## src/rtl/spi_pkg.sv

```systemverilog
// Shared SPI definitions: transfer FSM state encoding, default word width
// and the mode-0 clock polarity/phase constants.
package spi_pkg;

  localparam int SPI_DATA_W = 8;

  // Only mode 0 is implemented; these are kept for future mode support.
  localparam logic SPI_CPOL = 1'b0;
  localparam logic SPI_CPHA = 1'b0;

  typedef enum logic [2:0] {
    IDLE  = 3'd0,
    LEAD  = 3'd1,
    SHIFT = 3'd2,
    TRAIL = 3'd3,
    DONE  = 3'd4
  } xfer_state_e;

endpackage

```

## src/rtl/sckgen.sv

```systemverilog
// SPI clock divider: sck toggles every baud+1 cycles while en is high;
// rise/fall strobes fire in the cycle before the matching sck edge.
module sckgen (
  input  logic       clk,
  input  logic       rst,
  input  logic       en,
  input  logic [7:0] baud,
  output logic       sck,
  output logic       sck_rise,
  output logic       sck_fall
);

  logic [7:0] cnt_q, cnt_d;
  logic       sck_q, sck_d;
  logic       tick;

  always_comb begin
    tick  = en && (cnt_q == baud);
    cnt_d = cnt_q;
    sck_d = sck_q;
    if (!en) begin
      cnt_d = 8'd0;
      sck_d = 1'b0;
    end else if (tick) begin
      cnt_d = 8'd0;
      sck_d = ~sck_q;
    end else begin
      cnt_d = cnt_q + 8'd1;
    end
  end

  always_ff @(posedge clk or posedge rst) begin
    if (rst) begin
      cnt_q <= 8'd0;
      sck_q <= 1'b0;
    end else begin
      cnt_q <= cnt_d;
      sck_q <= sck_d;
    end
  end

  assign sck      = sck_q;
  assign sck_rise = tick & ~sck_q;
  assign sck_fall = tick & sck_q;

endmodule

```

## src/rtl/spi_xfer_ctrl.sv

```systemverilog
// Mode-0 SPI master transfer sequencer: drives cs_n, gates one sckgen for
// DATA_W clock periods, shifts MSB first and reports the received word.
module spi_xfer_ctrl
  import spi_pkg::*;
#(
  parameter int DATA_W = SPI_DATA_W
) (
  input  logic              clk,
  input  logic              rst,
  input  logic              start,
  input  logic              hold_cs,
  input  logic [DATA_W-1:0] tx_data,
  input  logic [7:0]        baudrate,
  input  logic              miso,
  output logic              mosi,
  output logic              sck,
  output logic              cs_n,
  output logic              busy,
  output logic              done,
  output logic [DATA_W-1:0] rx_data
);

  localparam int CNT_W = $clog2(DATA_W) + 1;

  xfer_state_e       state_q, state_d;
  logic [DATA_W-1:0] tx_sr_q, tx_sr_d;
  logic [DATA_W-1:0] rx_sr_q, rx_sr_d;
  logic [DATA_W-1:0] rx_data_q, rx_data_d;
  logic [CNT_W-1:0]  bit_cnt_q, bit_cnt_d;
  logic [7:0]        baud_q, baud_d;
  logic              hold_q, hold_d;
  logic              cs_n_q, cs_n_d;
  logic              sck_en, sck_rise, sck_fall;

  sckgen u_sckgen (
    .clk      (clk),
    .rst      (rst),
    .en       (sck_en),
    .baud     (baud_q),
    .sck      (sck),
    .sck_rise (sck_rise),
    .sck_fall (sck_fall)
  );

  always_comb begin
    state_d   = state_q;
    tx_sr_d   = tx_sr_q;
    rx_sr_d   = rx_sr_q;
    rx_data_d = rx_data_q;
    bit_cnt_d = bit_cnt_q;
    baud_d    = baud_q;
    hold_d    = hold_q;
    cs_n_d    = cs_n_q;
    sck_en    = 1'b0;
    busy      = 1'b0;
    done      = 1'b0;
    case (state_q)
      IDLE: begin
        if (start) begin
          tx_sr_d   = tx_data;
          baud_d    = baudrate;
          hold_d    = hold_cs;
          bit_cnt_d = '0;
          cs_n_d    = 1'b0;
          state_d   = LEAD;
        end
      end
      LEAD: begin
        busy    = 1'b1;
        state_d = SHIFT;
      end
      SHIFT: begin
        busy   = 1'b1;
        sck_en = 1'b1;
        if (sck_rise) begin
          rx_sr_d = {rx_sr_q[DATA_W-2:0], miso};
        end
        // Leaving SHIFT on the last fall drops en so sck parks low.
        if (sck_fall) begin
          tx_sr_d   = {tx_sr_q[DATA_W-2:0], 1'b0};
          bit_cnt_d = bit_cnt_q + 1'b1;
          if (bit_cnt_q == CNT_W'(DATA_W - 1)) begin
            state_d = TRAIL;
          end
        end
      end
      TRAIL: begin
        busy      = 1'b1;
        rx_data_d = rx_sr_q;
        state_d   = DONE;
      end
      DONE: begin
        done    = 1'b1;
        cs_n_d  = ~hold_q;
        state_d = IDLE;
      end
      default: state_d = IDLE;
    endcase
  end

  always_ff @(posedge clk or posedge rst) begin
    if (rst) begin
      state_q   <= IDLE;
      tx_sr_q   <= '0;
      rx_sr_q   <= '0;
      rx_data_q <= '0;
      bit_cnt_q <= '0;
      baud_q    <= 8'd0;
      hold_q    <= 1'b0;
      cs_n_q    <= 1'b1;
    end else begin
      state_q   <= state_d;
      tx_sr_q   <= tx_sr_d;
      rx_sr_q   <= rx_sr_d;
      rx_data_q <= rx_data_d;
      bit_cnt_q <= bit_cnt_d;
      baud_q    <= baud_d;
      hold_q    <= hold_d;
      cs_n_q    <= cs_n_d;
    end
  end

  assign mosi    = busy ? tx_sr_q[DATA_W-1] : 1'b0;
  assign cs_n    = cs_n_q;
  assign rx_data = rx_data_q;

endmodule

```

## config.mk

```make
export PLATFORM = sky130hd
export DESIGN_NAME = spi_xfer_ctrl
export DESIGN_NICKNAME = d
export VERILOG_FILES = /design/src/rtl/spi_pkg.sv /design/src/rtl/sckgen.sv /design/src/rtl/spi_xfer_ctrl.sv
export SDC_FILE = /design/constraint.sdc
export NUM_CORES = 1
export LEC_CHECK = 0
export CAP_MARGIN = 0
export CELL_PAD_IN_SITES_DETAIL_PLACEMENT = 1
export CELL_PAD_IN_SITES_GLOBAL_PLACEMENT = 1
export CORE_AREA = 2 2 91 93
export CTS_CLUSTER_DIAMETER = 60
export DETAILED_ROUTE_END_ITERATION = 8
export DIE_AREA = 0 0 93 95
export PLACE_DENSITY_LB_ADDON = 0.1
export SLEW_MARGIN = 15
export SYNTH_ARGS = -nofsm -noshare
export SYNTH_HDL_FRONTEND = slang
export SYNTH_HIERARCHICAL = 1
export SYNTH_SLANG_ARGS = --single-unit
```

## constraint.sdc

```tcl
create_clock -name clk -period 5.3 [get_ports clk]
set_input_delay 1.325 -clock clk [delete_from_list [all_inputs] [get_ports clk]]
set_output_delay 1.325 -clock clk [all_outputs]
set_load 0.02 [all_outputs]
```

Word level (Yosys, flattened, before mapping)
Cells that the tools add are included.

Input bits: 21. Bits in registers: 50.

$add $sub $neg: 2. Reductions and logical operators: 10. Eq/ne operators: 10. Bitwise operators: 4. Muxes and demuxes: 20.

Operators by type and width (count): two-way mux 8 bit (4); case mux 8 bit (2 select lines) (1); case mux 3 bit (4 select lines) (1); two-way mux 3 bit (3); adder 8 x 1 -> 8 bit (second input constant) (1); equality test 8 bit (1); two-way mux 4 bit (2); != test 2 bit (second input constant) (4); case mux 4 bit (2 select lines) (1); two-way mux 1 bit (7); equality test 3 x 2 -> 1 bit (second input constant) (2); AND reduction 2 bit (3); AND reduction 3 bit (2); adder 4 x 1 -> 4 bit (second input constant) (1); equality test 4 x 3 -> 1 bit (second input constant) (1); nonzero test 2 bit (2); equality test 3 x 1 -> 1 bit (second input constant) (1); equality test 3 bit (second input constant) (1); zero test 3 bit (1); OR reduction 3 bit (1); bitwise AND 1 bit (2); NOT 1 bit (2); case mux 1 bit (2 select lines) (1); logical AND 1 bit (1).

Longest topological paths before layout
Depth after elaboration: 6. Mapped depth: 8. Depth with buffers taken out: 7.

By module
Netlist, hierarchy kept.

By module, submodules not included: spi_xfer_ctrl (cells each 125, instances 1, area an instance 1783.0 µm², seq. area each 1027.2 µm²); sckgen (cells each 50, instances 1, area an instance 496.7 µm², seq. area each 225.2 µm²).

Worst setup path before layout
Ideal clock, no wire load.

Path type: register to output. Start: register state_q[2]. End: output port mosi. Cell stages (with the launch flop): 4. Path buffers: 1. Path slack: 2843 ps. Arrival time: 1132 ps. Path through: dfrtp_1 -> buf_2 -> nor2_1 -> and2_1.

Longest elaborated chain between the ends: 4. Elaborated cells on any way between the ends: 6. Classes of those cells: eq/ne (3); mux (2); reduce/logical (1).

RTL lines: start, declared (line spi_xfer_ctrl.sv:25) `xfer_state_e state_q, state_d;`; start signal, assigned (line spi_xfer_ctrl.sv:112) `state_q <= state_d;`; equality test 3 x 2 -> 1 bit / equality test 3 x 1 -> 1 bit (equally long branches) (line spi_xfer_ctrl.sv:57) `case (state_q)`; OR reduction 3 bit (no source line) (*); two-way mux 1 bit (*) (line spi_xfer_ctrl.sv:57); named net busy (line spi_xfer_ctrl.sv:18) `output logic busy,`; two-way mux 1 bit (*) (line spi_xfer_ctrl.sv:123) `assign mosi = busy ? tx_sr_q[DATA_W-1] : 1'b0;`; end, declared (line spi_xfer_ctrl.sv:15) `output logic mosi,`.

The timed path passes the listed nets; every way through them passes the cells marked *.

Final worst setup path
Start: register state_q[0]. End: output port done.

Longest elaborated chain between the ends: 2.

RTL lines: equality test 3 bit (line spi_xfer_ctrl.sv:57); two-way mux 1 bit (line spi_xfer_ctrl.sv:57); end, declared (line spi_xfer_ctrl.sv:19) `output logic done,`.

No other way between the ends.

==> metrics.csv <==
stage,metric,value,unit
floorplan,start_util,28.8,%
placed_design,buffer_ports.inserted,33,
routing,drt_wl_total,4480,um
cts,cts_num_sinks,50,
timing,rsz0062_at_grt,no,
cts,cts-htree-levels,2,
worst_setup_path,crit_start,state_q[0]$_DFFE_PP0P_,
yosys,syn_area,0.00228,sq mm
routing,post_drt_wl_per_cell,14.2,um
yosys,netlist_top_cells_area,"dfrtp_1 54%, mux2_2 19%, xnor2_1 4.2%",
cts,ctsHoldBuffers,0,
power,ir_worst_vdd,0.126,mV
power,p_leak,0.00121,uW
worst_setup_path,worstPathMaxFanout,6,
cts,ctsLongestPathBuffers,2,
timing,finalCritPeriodShare,60.1,%
yosys,yosys_warnings,6,
worst_setup_path,crit_buf_inv,1,
worst_setup_path,critPathCaptureType,output pin,
placed_design,place_area,0.00270,sq mm
worst_hold_path,hold_path_end,tx_sr_q[3]$_DFFE_PP0P_,
yosys,netlist_top_cells_count,"49 x dfrtp_1, 39 x mux2_2, 12 x nor2_1",
cts,path_clk_slew,100,ps
routing,drc_errors,0,
global_routing,antenna_found_initial,0,
worst_setup_path,timing.rr.start,state_q[1]$_DFFE_PP0P_,
worst_setup_path,r2r_setup_slack,2280,ps
yosys,synth_edf_count,0,
global_routing,grt-ovfl-total,0,
yosys,synth_flop_cell,dfrtp_1,
worst_hold_path,worstHoldPathType,flip-flop to flip-flop,
cts,cts_tree,built,
timing,final.setup.tns,0,ps
yosys,synthMostInstantiatedCell,dfrtp_1,
placed_design,dp_hpwl,3410,um
worst_setup_path,crit_required,3970,ps
yosys,yosysTopAreaCell,dfrtp_1,
timing,clock_skew,8.90,ps
worst_hold_path,holdPathStages,1,
power,power_density,439,mW/mm^2
cells_and_area,final_area,0.00281,sq mm
timing,fmax,0.314,GHz
worst_setup_path,arrival,1860,ps
routing,drtIter0Drc,60,
global_routing,grt.met2_usage,20.9,%
cts,post_cts_resized,0,
floorplan,row_count,33,
yosys,synthesis.nets,198,
global_routing,grt_pass1_wl,7840,um
cts,insertion_delay,310,ps
yosys,synth_top_area_share,53.8,%
outcome,outcome,"complete, no violations",
floorplan,die_area,0.00884,sq mm
routing,viasPerCell,4.45,
timing,slew_headroom,41.1,%
timing,drv_slew,0,
global_routing,grt.busiest_layer,met2,
timing,setup_violations,0,
worst_setup_path,cp_top_family,buffers and inverters,
placed_design,dp.cells,308,
placed_design,place.gp.congestion,0.675,
floorplan,fp.dieW,93,um
yosys,async_flop_share,100,%
routing,ant_nets,0,
yosys,syn_inst,175,
floorplan,ios,34,
worst_setup_path,start_kind,flip-flop,
worst_setup_path,critPathSlowestCell,clkdlybuf4s50_1,
cells_and_area,area_growth,23.3,%
cells_and_area,antenna_cells,0,
global_routing,grt_use_met3,2.95,%
cts,post-cts-setup-buffers,0,
cells_and_area,drive_above_1_share,25.1,%
global_routing,grt_pass1_vias,1597,
yosys,postSynthAreaPerCell,13.0,sq um
yosys,synth.distinct_cells,29,
cts,cts_buffers,5,
cells_and_area,fin_cells,316,
cts,root_buffer,clkbuf_8,
yosys,ys_seq_area_share,54.9,%
timing,worst_pin_slew,879,ps
worst_setup_path,worstSetupPathType,flip-flop to output pin,
global_routing,use_met1,13.2,%
worst_setup_path,r2r_cells,5,
floorplan,die_y,95,um
flow_run,timing.max_cap.violations,0,
worst_hold_path,hold_path_startpoint,tx_sr_q[3]$_DFFE_PP0P_,
timing,hold_viol,0,
cells_and_area,final_nets,233,
routing,firstDrtPassIters,2,
global_routing,grt_usage,11.4,%
floorplan,core-area,0.00793,sq mm
global_routing,grt_max_degree,42,
timing,min_period,3180,ps
worst_setup_path,cp_slowest_stage_delay,620,ps
routing,via_count,1407,
worst_setup_path,crit-reg2reg-capture,tx_sr_q[1]$_DFFE_PP0P_,
yosys,ys_ff_latch,50,
worst_setup_path,cp_cell_sequence,nor2_1 > and2_1 > clkdlybuf4s50_1,
-- how the worst max path moves through the flow --
stage | endpoint | cells past startpoint | slack, ps
final | done | 3 | 2120
after global routing | mosi | 4 | 1970
after CTS | done | 3 | 2090
after detailed placement | tx_sr_q[2]$_DFFE_PP0P_ | 4 | 2130
after global placement | tx_sr_q[3]$_DFFE_PP0P_ | 4 | 2180
after floorplan | mosi | 3 | 2840
-- stage by stage --
step	worst slack (ps)	total power [uW]	util, %	hold WS, ps
3_5_place_dp	2130	976	34.0	494
6_report	2120	1230	35.5	512
3_3_place_gp	2180	956	34.0	489
4_1_cts	2090	1260	35.5	515
5_1_grt	1970	1330	35.5	535
2_1_floorplan	2840	878	-	472
-- flip-flops by register name (all words and copies together), names as in the netlist --
signal,flops
baud_q,8
rx_data,8
rx_sr_q,8
tx_sr_q,8
u_sckgen/cnt_q,8
bit_cnt_q,4
state_q,3
cs_n,1
hold_q,1
u_sckgen/sck,1
-- kinds of logic after synthesis --
kind of cell	count (synthesis)	synth area share [%]
buffers and inverters	14	3.68
adders and majority gates	2	1.10
muxes	42	20.6
DFF	50	54.9
xor gates and xnor gates	15	5.76
AOI/OAI and AO/OA	9	2.58
and+or+nand+nor	43	11.4
-- report_power, final --
| part | internal [uW] | total, uW | switching, uW |
|---|---|---|---|
| logic | 224 | 400 | 176 |
| clock network | 144 | 280 | 136 |
| registers | 474 | 554 | 80.1 |
-- per-layer routing --
layer | vias to the layer above | wire length, um
li1 | 671 | -
met5 | - | 0
met1 | 707 | 1910
met4 | 0 | 53
met2 | 23 | 2370
met3 | 6 | 146
-- area by class of cell --
cell class | instances | area, sq um
clock buffers | 5 | 68.8
clock inverters | 3 | 47.5
fillers | 884 | 5120
inverters | 8 | 30.0
multi-input cells | 111 | 943
flip-flops and latches | 50 | 1250
well taps | 105 | 131
repair buffers | 34 | 338
-- cells in the final DEF, fill, tap and decap left out, drive strengths merged, types with 2 or more instances in the layout --
cell type	instances
and2	5
and3	3
clkbuf	5
clkdlybuf4s50	33
dfrtp	49
ha	2
inv	10
mux2	39
mux2i	3
nand2	5
nand2b	2
nand3	4
nand4	4
nor2	12
nor2b	3
nor4b	2
o21ai	6
xnor2	11
xor2	4
No activity file was read; power rests on OpenSTA's default activity.
